<file path="src/rtl/intr_ctrl.sv">
// Single-level vectored interrupt controller: edge-detects 4 irq lines, services the lowest enabled index.
// ENTER one cycle after the pending bit sets; no backpressure, the FSM drives one-cycle strobes only.
module intr_ctrl (
    input  logic        clk,
    input  logic        reset,
    input  logic [3:0]  irq,
    input  logic        mask_we,
    input  logic [3:0]  mask_din,
    input  logic        reti,
    input  logic [9:0]  pc,
    output logic        push,
    output logic        pop,
    output logic        s_intr,
    output logic [9:0]  stk_dato,
    output logic        pc_load,
    output logic [9:0]  pc_vector,
    output logic        pc_ret,
    output logic        in_isr,
    output logic [3:0]  ack
);

    typedef enum logic [1:0] {
        IDLE  = 2'd0,
        ENTER = 2'd1,
        ISR   = 2'd2,
        EXIT  = 2'd3
    } state_t;

    state_t      state;
    state_t      state_nxt;
    logic [3:0]  irq_q;
    logic [3:0]  pending;
    logic [3:0]  mask;
    logic [3:0]  rise;
    logic [3:0]  eligible;
    logic [3:0]  clr;
    logic [1:0]  sel;
    logic [1:0]  sel_nxt;
    logic [9:0]  save_pc;
    logic        take;

    assign rise     = irq & ~irq_q;
    assign eligible = pending & mask;

    // Scan from the top so the lowest eligible index wins.
    always_comb begin
        sel_nxt = 2'd0;
        for (int i = 3; i >= 0; i--) begin
            if (eligible[i]) begin
                sel_nxt = 2'(i);
            end
        end
    end

    always_comb begin
        state_nxt = state;
        push      = 1'b0;
        pop       = 1'b0;
        s_intr    = 1'b0;
        stk_dato  = 10'h000;
        pc_load   = 1'b0;
        pc_vector = 10'h000;
        pc_ret    = 1'b0;
        in_isr    = 1'b0;
        ack       = 4'b0000;
        clr       = 4'b0000;
        case (state)
            IDLE: begin
                if ((eligible != 4'b0000) && !reti) begin
                    state_nxt = ENTER;
                end
            end
            ENTER: begin
                push      = 1'b1;
                stk_dato  = save_pc;
                pc_load   = 1'b1;
                pc_vector = 10'h3C0 + {4'b0000, sel, 4'b0000};
                ack       = 4'b0001 << sel;
                clr       = 4'b0001 << sel;
                state_nxt = ISR;
            end
            ISR: begin
                in_isr = 1'b1;
                if (reti) begin
                    state_nxt = EXIT;
                end
            end
            EXIT: begin
                s_intr    = 1'b1;
                pc_ret    = 1'b1;
                pop       = 1'b1;
                state_nxt = IDLE;
            end
            default: begin
                state_nxt = IDLE;
            end
        endcase
    end

    assign take = (state == IDLE) && (state_nxt == ENTER);

    always_ff @(posedge clk or posedge reset) begin
        if (reset) begin
            state   <= IDLE;
            irq_q   <= 4'b0000;
            pending <= 4'b0000;
            mask    <= 4'b0000;
            sel     <= 2'd0;
            save_pc <= 10'h000;
        end else begin
            state   <= state_nxt;
            irq_q   <= irq;
            // A fresh edge on the line being acknowledged must survive its clear.
            pending <= (pending & ~clr) | rise;
            if (mask_we) begin
                mask <= mask_din;
            end
            if (take) begin
                sel     <= sel_nxt;
                save_pc <= pc;
            end
        end
    end

endmodule

</file>
<file path="config.mk">
export PLATFORM = sky130hd
export DESIGN_NAME = intr_ctrl
export DESIGN_NICKNAME = d
export VERILOG_FILES = /design/src/rtl/intr_ctrl.sv
export SDC_FILE = /design/constraint.sdc
export NUM_CORES = 1
export LEC_CHECK = 0
export BUFFER_PORTS_ARGS = -buffer_cell sky130_fd_sc_hd__buf_4
export CAP_MARGIN = 20
export CELL_PAD_IN_SITES_DETAIL_PLACEMENT = 1
export CELL_PAD_IN_SITES_GLOBAL_PLACEMENT = 2
export CORE_ASPECT_RATIO = 0.6
export CORE_MARGIN = 4
export CORE_UTILIZATION = 25
export DETAILED_ROUTE_END_ITERATION = 7
export PLACE_DENSITY_LB_ADDON = 0.15
export SYNTH_ARGS = -nofsm -noshare
export SYNTH_HDL_FRONTEND = slang
export SYNTH_SLANG_ARGS = --single-unit
</file>
<file path="constraint.sdc">
create_clock -name clk -period 2.8 [get_ports clk]
set_input_delay 0.56 -clock clk [delete_from_list [all_inputs] [get_ports clk]]
set_output_delay 0.56 -clock clk [all_outputs]
set_load 0.02 [all_outputs]
</file>
==> results.toml, run 1 <==
[synthesis]
synth_edf_count = 0
avgSynthCellArea_sq_um = 12.2
yosysUniqueCellTypes = 26
synthFlopType = "dfrtp_1"
synth_seq_area_share_pct = 50.4
synth_area_sq_um = 1290
netlist_instances = 106
yosys_warnings = 0
synth_top_area_share_pct = 50.4
yosys.area.top_type = "dfrtp_1"
synthTopCellsByArea = "dfrtp_1, mux2_4, buf_4"
synthArstFlopShare_pct = 100
ys_seq_elements = 26

[worst_hold_path]
hold_class = "in2async"

[layout]
drive_gt1_share_pct = 49.7
finalInstanceArea_sq_um = 1710
final_util_pct = 35.7
antennaDiodeCount = 0
final_nets = 176
area_delta_synth_final_pct = 32.2

[placed_design]
detailed_place_hpwl_um = 2180
place.gp.congestion = 0.682
io_buffer_count = 47
place_area_sq_um = 1650

[setup_path]
critPathCaptureType = "output port"
crit_fanout = 14
r2r_end = "sel[0]$_DFFE_PP0P_"
cp.arrival_ns = 1.63
rrSetupSlack_ns = 0.85
critical_path_class = "reg2out"
rr_worst_depth = 4
required_ns = 2.24
cp-start-kind = "flop"
reg2reg_from = "pending[2]$_DFF_PP0_"

[floorplanning]
initial_utilization_pct = 27.0
dieArea_sq_um = 6420
die_y_um = 63.7
fp-row-count = 19
die_w_um = 101
ios = 52
coreArea_sq_um = 4780

[cts]
path_clk_slew_ns = 0.09
cts_hold_buf = 0
htreeDepth = 1
clockBufferDepth = 2
cts_tree = "yes"
postCtsSetupBuffers = 0
post_cts_resized = 0
cts.sinks = 26
cts_made_buffers = 3
root_buffer = "clkbuf_8"
clk_latency_ns = 0.27

[routing]
wirelength_um = 2820
ant_nets = 0
drc = 0
dr_total_vias = 871
drt-initial-drc-count = 14
vias_per_cell = 4.11
drt_first_pass_iters = 4
wl_per_cell_um = 13.3

[global_routing]
grtUsageTotal_pct = 9.02
grt_pass1_vias = 945
grt_start_max_net_pins = 27
grt_overflow_total = 0
antenna_found_initial = 0
grt_pass1_wl_um = 4510

[timing]
fin_tns_setup_ns = 0
rsz0062_at_grt = "false"
hold_viol_final = 0
maxSlewHeadroom_pct = 41.7
fmax_mhz = 457
hold_ws_ns = 0.333
finalSetupViolCount = 0
worst_pin_slew_ns = 0.874
slew_viol_final = 0
finalCritPeriodShare_pct = 78.1
min_period_ns = 2.19
finClkSkew_ns = 0.00308

[power_and_ir_drop]
power_density_nw_per_um2 = 1010
ir_worst_vdd_v = 0.000311
p_leak_nw = 0.898

[flow_run]
cap_violations = 0

[outcome]
outcome = "finished, final reports clean"
final cells by class:
class | instances | area (sq um)
Tap cell | 63 | 78.8
Multi-Input combinational cell | 59 | 513
Fill cell | 533 | 3070
Inverter | 11 | 41.3
Timing Repair Buffer | 49 | 368
Clock buffer | 4 | 55.1
Sequential cell | 26 | 651
logic make-up (layout without fill, tap and decap cells):
kind of cell | count (synthesis) | in the layout | synth area share (%)
mux | 16 | 16 | 16.9
simple gates | 22 | 22 | 10.3
flops | 26 | 26 | 50.4
compound gates | 13 | 13 | 7.56
other cells | 1 | 4 | 0.290
buf+inv | 24 | 64 | 10.8
fa+ha+maj | 4 | 4 | 3.88
sequential cells by signal, indices dropped and copies added (netlist names):
register and count:
save_pc 10, irq_q 4, mask 4, pending 4, sel 2, state 2
per-stage QoR:
stage / std cells / setup WS (ns) / total power, mW
after floorplan: 109 / 0.744 / 1.25
after global placement: 208 / 0.915 / 1.49
after detailed placement: 208 / 0.831 / 1.51
after CTS: 212 / 0.566 / 1.76
after global routing: 212 / 0.464 / 1.85
final: 212 / 0.614 / 1.73
layout by cell type (no fill, tap or decap), drive strengths merged:
| cell | count |
|---|---|
| o21ai | 4 |
| o22ai | 3 |
| and3b | 1 |
| nor2b | 1 |
| buf | 49 |
| nor2 | 1 |
| ha | 4 |
| conb | 4 |
| a22oi | 2 |
| mux2 | 16 |
| nor3b | 1 |
| o211ai | 1 |
| dfrtp | 26 |
| nand2 | 4 |
| a21oi | 2 |
| and2 | 11 |
| and2b | 1 |
| clkbuf | 4 |
| inv | 11 |
| and3 | 1 |
| a32oi | 1 |
| nand3b | 1 |
metal layers:
layer / vias up / part of all wire (%) / global-route usage (%) / wire length, um
li1: 421 / - / - / -
met1: 418 / 46 / 12.0 / 1300
met2: 30 / 45 / 13.6 / 1260
met3: 2 / 9.0 / 4.08 / 253
met4: 0 / 0.32 / 1.51 / 9
met5: - / 0 / 0 / 0
synth_stat cells (2+ instances only):
library cell  instances
dfrtp_1              26
and2_1               11
buf_4                11
inv_1                11
mux2_4               10
mux2_2                6
ha_1                  4
nand2_1               4
o21ai_0               3
o22ai_1               3
a22oi_2               2
worst max path at each step:
stage	startpoint	to	slack [ns]
final	state[1]$_DFF_PP0_	stk_dato[8]	0.61
after global routing	state[0]$_DFF_PP0_	pc_vector[5]	0.46
after CTS	state[1]$_DFF_PP0_	stk_dato[3]	0.57
after detailed placement	pending[2]$_DFF_PP0_	sel[0]$_DFFE_PP0P_	0.83
after global placement	pending[2]$_DFF_PP0_	sel[0]$_DFFE_PP0P_	0.91
after floorplan	state[1]$_DFF_PP0_	ack[0]	0.74
where the power goes:
| part | internal, mW | leakage [nW] | switching (mW) |
|---|---|---|---|
| sequential | 0.510 | 0.299 | 0.101 |
| clock | 0.126 | 0.0288 | 0.121 |
| combinational | 0.448 | 0.570 | 0.425 |
worst max-delay path, cell delays in order, from the launching register on:
cell and delay [ns]:
dfrtp_1 0.42, inv_1 0.09, ha_1 0.31, buf_4 0.24, and2_1 0.16, buf_4 0.14
(Power assumes the default switching activity.)
==> run 2, diff against run 1 <==
Settings changed: ABC_AREA from default to 1.
Clock period 2.8 ns to 2.1 ns, I/O delays scaled along.
==> run 2 against run 1 <==
  * Sequential share of layout area shrank 0.98 points
  * Clock power grew 35%
  * Non-clock buffer count grew 3
  * Routed wire length grew 27%
  * Sequential power grew 28%
  * Die area grew 3.0%
  * Power grew 33%
  * Global-route usage grew 2.6 points
  * Via count grew 29%
  * Area after synthesis grew 3.4%
==> results.toml, run 2 <==
[outcome]
outcome = "finished, final reports clean"

[placed_design]
place.gp.congestion = 0.698
io_buffer_count = 47
detailed_place_hpwl_um = 2720

[routing]
wirelength_um = 3560
ant_nets = 0
vias_per_cell = 4.35
wl_per_cell_um = 13.8
dr_total_vias = 1122
drc = 0
drt-initial-drc-count = 43
drt_first_pass_iters = 4

[power_and_ir_drop]
switching_share_pct = 44.7
ir_worst_vdd_v = 0.000297
p_clk_share_pct = 14.5
seqPwrFrac_pct = 34.1
power_density_nw_per_um2 = 1310
p_switching_mw = 1.03
combPwrFrac_pct = 51.4
p_leak_nw = 0.998
power.internal_mw = 1.27

[layout]
final_cell_mix = "buf_4, nand2_1, dfrtp_1"
final_nets = 219
final_common_cell = "buf_4"
largest_reg_flops = 10
drive_gt1_share_pct = 37.0
antennaDiodeCount = 0
area_delta_synth_final_pct = 31.2
regMostFlops = "save_pc"

[synthesis]
yosys.area_share.xor_xnor_pct = 0
yosysMostFrequentCell = "nand2_1"
synth_area_sq_um = 1340
yosysUniqueCellTypes = 21
synth_seq_area_share_pct = 48.7
synthFlopType = "dfrtp_1"
synth_top_family_by_area = "simple AND/OR/NAND/NOR gates"
yosys.area.top_type = "dfrtp_1"
synth.area.mux_share_pct = 3.37
netlist_instances = 149
yosys_warnings = 0
synth_top_area_share_pct = 48.7
synthTopCellsByArea = "dfrtp_1, nand2_1, buf_4"
ys_seq_elements = 26
synth_compound_area_share_pct = 5.34
synth-adder-area-share_pct = 3.75
synthArstFlopShare_pct = 100
synth_common_cells = "nand2_1, dfrtp_1, inv_1"
synth_edf_count = 0
synthSimpleGateAreaFrac_pct = 23.1
avgSynthCellArea_sq_um = 8.96

[floorplanning]
coreArea_sq_um = 5100
ios = 52
die_w_um = 102
fp-row-count = 20
die_y_um = 64.6
initial_utilization_pct = 26.2
dieArea_sq_um = 6610

[setup_path]
cp_slowest_cell = "dfrtp_1"
reg2reg_from = "state[0]$_DFF_PP0_"
critPathCaptureType = "output port"
cp_top_family = "flip-flops"
rrSetupSlack_ns = 0.64
crit_fanout = 5
cp-start-kind = "flop"
path_buf_inv = 2
cp.arrival_ns = 1.50
r2r_end = "save_pc[3]$_DFFE_PP0P_"
required_ns = 1.68
rr_worst_depth = 6
critical_path_class = "reg2out"
max_stage_delay_ns = 0.41
crit_path_cell_trace = "inv_1 > ha_1 > nand2_1 > nor2_1 > buf_4"

[cts]
path_clk_slew_ns = 0.09
cts.sinks = 26
cts_hold_buf = 0
htreeDepth = 1
postCtsSetupBuffers = 0
clockBufferDepth = 2
cts_tree = "yes"
root_buffer = "clkbuf_8"
clk_latency_ns = 0.28
post_cts_resized = 0
cts_made_buffers = 3

[global_routing]
grt_overflow_total = 0
antenna_found_initial = 0
grtUsageTotal_pct = 11.6
grt_start_max_net_pins = 16
grt_pass1_wl_um = 5910
grt_pass1_vias = 1188

[timing]
hold_ws_ns = 0.216
fmax_mhz = 522
finalCritPeriodShare_pct = 91.2
hold_viol_final = 0
fin_tns_setup_ns = 0
min_period_ns = 1.92
finClkSkew_ns = 0.00334
worst_pin_slew_ns = 0.612
rsz0062_at_grt = "false"
finalSetupViolCount = 0
slew_viol_final = 0
maxSlewHeadroom_pct = 59.2

[worst_hold_path]
hold_class = "in2async"

[flow_run]
cap_violations = 0
## run 2: layout make-up
cell class / instances / area (sq um)
multi-input combinational: 88 / 490
fill: 614 / 3350
sequential: 26 / 651
clock buffer: 4 / 55.1
inverter: 22 / 82.6
timing repair buffer: 52 / 390
tap: 66 / 82.6
## run 2: worst max-delay path by stage
stage	from	to	slack, ns	cells past startpoint
after floorplan	state[1]$_DFF_PP0_	stk_dato[9]	0.31	5
after global placement	state[1]$_DFF_PP0_	stk_dato[8]	0.57	6
after detailed placement	state[1]$_DFF_PP0_	ack[1]	0.48	5
after CTS	state[1]$_DFF_PP0_	ack[1]	0.16	5
after global routing	state[1]$_DFF_PP0_	ack[1]	0.07	5
final	state[1]$_DFF_PP0_	ack[1]	0.18	5
## run 2: kinds of logic after synthesis
logic type | Yosys count
flops | 26
other cells | 1
compound gates | 13
fa+ha+maj | 4
simple gates | 63
mux | 4
buf+inv | 38
## run 2: layer usage
metal | track usage (%) | up-vias | part of all wire (%)
li1 | - | 541 | -
met1 | 16.1 | 543 | 51
met2 | 17.6 | 33 | 42
met3 | 3.44 | 5 | 5.9
met4 | 3.44 | 0 | 1.1
met5 | 0 | - | 0
## run 2: per-stage QoR
| step | total power [mW] | setup WS, ns | utilization [%] | instance area (sq um) | instances |
|---|---|---|---|---|---|
| 6_report | 2.30 | 0.184 | 34.3 | 1750 | 258 |
| 3_5_place_dp | 2.00 | 0.485 | 33.2 | 1700 | 254 |
| 3_3_place_gp | 1.95 | 0.569 | 33.2 | 1700 | 254 |
| 5_1_grt | 2.50 | 0.0746 | 34.3 | 1750 | 258 |
| 4_1_cts | 2.35 | 0.162 | 34.3 | 1750 | 258 |
| 2_1_floorplan | 1.62 | 0.305 | - | 1350 | 152 |
## run 2: worst reg2reg max path, delay by kind of cell (launching register included)
family | cells | cell delay [ns]
buffers and inverters | 3 | 0.45
DFF | 1 | 0.41
adders and majority gates | 1 | 0.32
and+or+nand+nor | 2 | 0.22
## run 2: power groups by stage
| stage | clock network, mW | logic, mW | registers (mW) |
|---|---|---|---|
| final | 0.333 | 1.18 | 0.783 |
| after global placement | 0 | 1.16 | 0.786 |
| after CTS | 0.355 | 1.21 | 0.785 |
| after floorplan | 0 | 0.861 | 0.756 |
| after detailed placement | 0 | 1.21 | 0.793 |
| after global routing | 0.374 | 1.31 | 0.811 |
==> run 3, diff against run 2 <==
Settings changed: CORE_MARGIN 4 to default.
==> run 3 against run 2 <==
  * Fmax shrank 0.78%
  * Clock power decreased by 3%
  * Power is 1.1% lower
  * Worst hold slack got worse by 0.016 ns
  * Sequential cell count did not move
  * Sequential power is essentially flat
  * Routed wire length is 9.0% lower
  * Via count shrank 1.2%
  * Largest cell class unchanged
==> results.toml, run 3 (synthesized netlist as in run 2, its figures left out) <==
[cts]
cts_hold_buf = 0
clockBufferDepth = 2
cts.sinks = 26
clk_latency_ns = 0.27
cts_made_buffers = 3
path_clk_slew_ns = 0.09
cts_tree = "yes"
root_buffer = "clkbuf_8"
htreeDepth = 1

[timing]
finClkSkew_ns = 0.00441
finalSetupViolCount = 0
rsz0062_at_grt = "false"
hold_viol_final = 0
min_period_ns = 1.93
finalCritPeriodShare_pct = 91.9
fin_tns_setup_ns = 0
slew_viol_final = 0
fmax_mhz = 518

[routing]
drc = 0
drt_first_pass_iters = 4
ant_nets = 0
wl_per_cell_um = 12.6
drt-initial-drc-count = 21
vias_per_cell = 4.32
wirelength_um = 3250
dr_total_vias = 1109

[global_routing]
grt_pass1_wl_um = 5440
grt_pass1_vias = 1124
grtUsageTotal_pct = 13.0
grt_overflow_total = 0
antenna_found_initial = 0
grt_start_max_net_pins = 27

[flow_run]
cap_violations = 0

[setup_path]
reg2reg_from = "state[0]$_DFF_PP0_"
critPathCaptureType = "output port"
crit_fanout = 14
startpoint = "state[1]$_DFF_PP0_"
cp-start-kind = "flop"
critical_path_class = "reg2out"
rrSetupSlack_ns = 0.57
cp.arrival_ns = 1.51
required_ns = 1.68

[power_and_ir_drop]
p_total_mw = 2.27
ir_worst_vdd_v = 0.000302
power_density_nw_per_um2 = 1300
p_leak_nw = 0.991

[floorplanning]
coreArea_sq_um = 5100
ios = 52
die_y_um = 58.6
die_w_um = 96.3
fp-row-count = 20
initial_utilization_pct = 26.2
dieArea_sq_um = 5650

[worst_hold_path]
hold_class = "in2async"

[layout]
final_cells = 257
largest_reg_flops = 10
area_delta_synth_final_pct = 30.8
antennaDiodeCount = 0
finalInstanceArea_sq_um = 1750
final_cell_mix = "buf_4, nand2_1, dfrtp_1"
final_nets = 218
regMostFlops = "save_pc"
drive_gt1_share_pct = 37.2
final_common_cell = "buf_4"

[placed_design]
io_buffer_count = 47
place.gp.congestion = 0.718
place_area_sq_um = 1690
placed_cells = 253
detailed_place_hpwl_um = 2560

[outcome]
outcome = "finished, final reports clean"
## run 3: what timing repair did
item | 4_1_cts | 5_1_grt
gates resized for setup | 0 | 1
setup buffers | 0 | 0
setup endpoints to repair | 0 | 4
## run 3: routing by layer
layer,routed length (um),part of all wire [%],vias to the layer above,global-route usage [%]
li1,-,-,531,-
met1,1660,51,543,18.1
met2,1390,43,31,20.1
met3,173,5.3,4,3.62
met4,29,0.89,0,3.15
met5,0,0,-,0
## run 3: worst max-delay path, stage by stage (launching register included)
cell     delay, ns
dfrtp_1       0.42
inv_1         0.10
ha_2          0.24
buf_4         0.22
nand2_1       0.08
inv_1         0.06
buf_4         0.13
## run 3: power breakdown
part	leakage (nW)	internal [mW]	switching, mW
clock network	0.0288	0.168	0.156
logic	0.655	0.434	0.734
registers	0.307	0.664	0.118
## run 3: area by class of cell
| type | count | area (sq um) |
|---|---|---|
| Timing Repair Buffer | 51 | 383 |
| Sequential cell | 26 | 651 |
| Clock buffer | 4 | 55.1 |
| Inverter | 22 | 82.6 |
| Multi-Input combinational cell | 88 | 493 |
| Fill cell | 626 | 3360 |
| Tap cell | 66 | 82.6 |
## run 3: final timing paths
check	endpoint	cells after the start
setup / recovery	stk_dato[4]	6
hold reg to reg	pending[2]$_DFF_PP0_	1
setup reg to reg	save_pc[6]$_DFFE_PP0P_	5
max in group asynchronous	mask[0]$_DFFE_PP0P_	3
min in group clk	irq_q[0]$_DFF_PP0_	1
hold / removal	irq_q[3]$_DFF_PP0_	3
## run 3: metrics by stage
step	hold slack (ns)	utilization [%]	worst slack [ns]
after floorplan	0.400	-	0.305
after global routing	0.244	34.2	0.0288
after global placement	0.407	33.1	0.503
after CTS	0.210	34.2	0.0939
final	0.200	34.2	0.169
after detailed placement	0.414	33.1	0.410
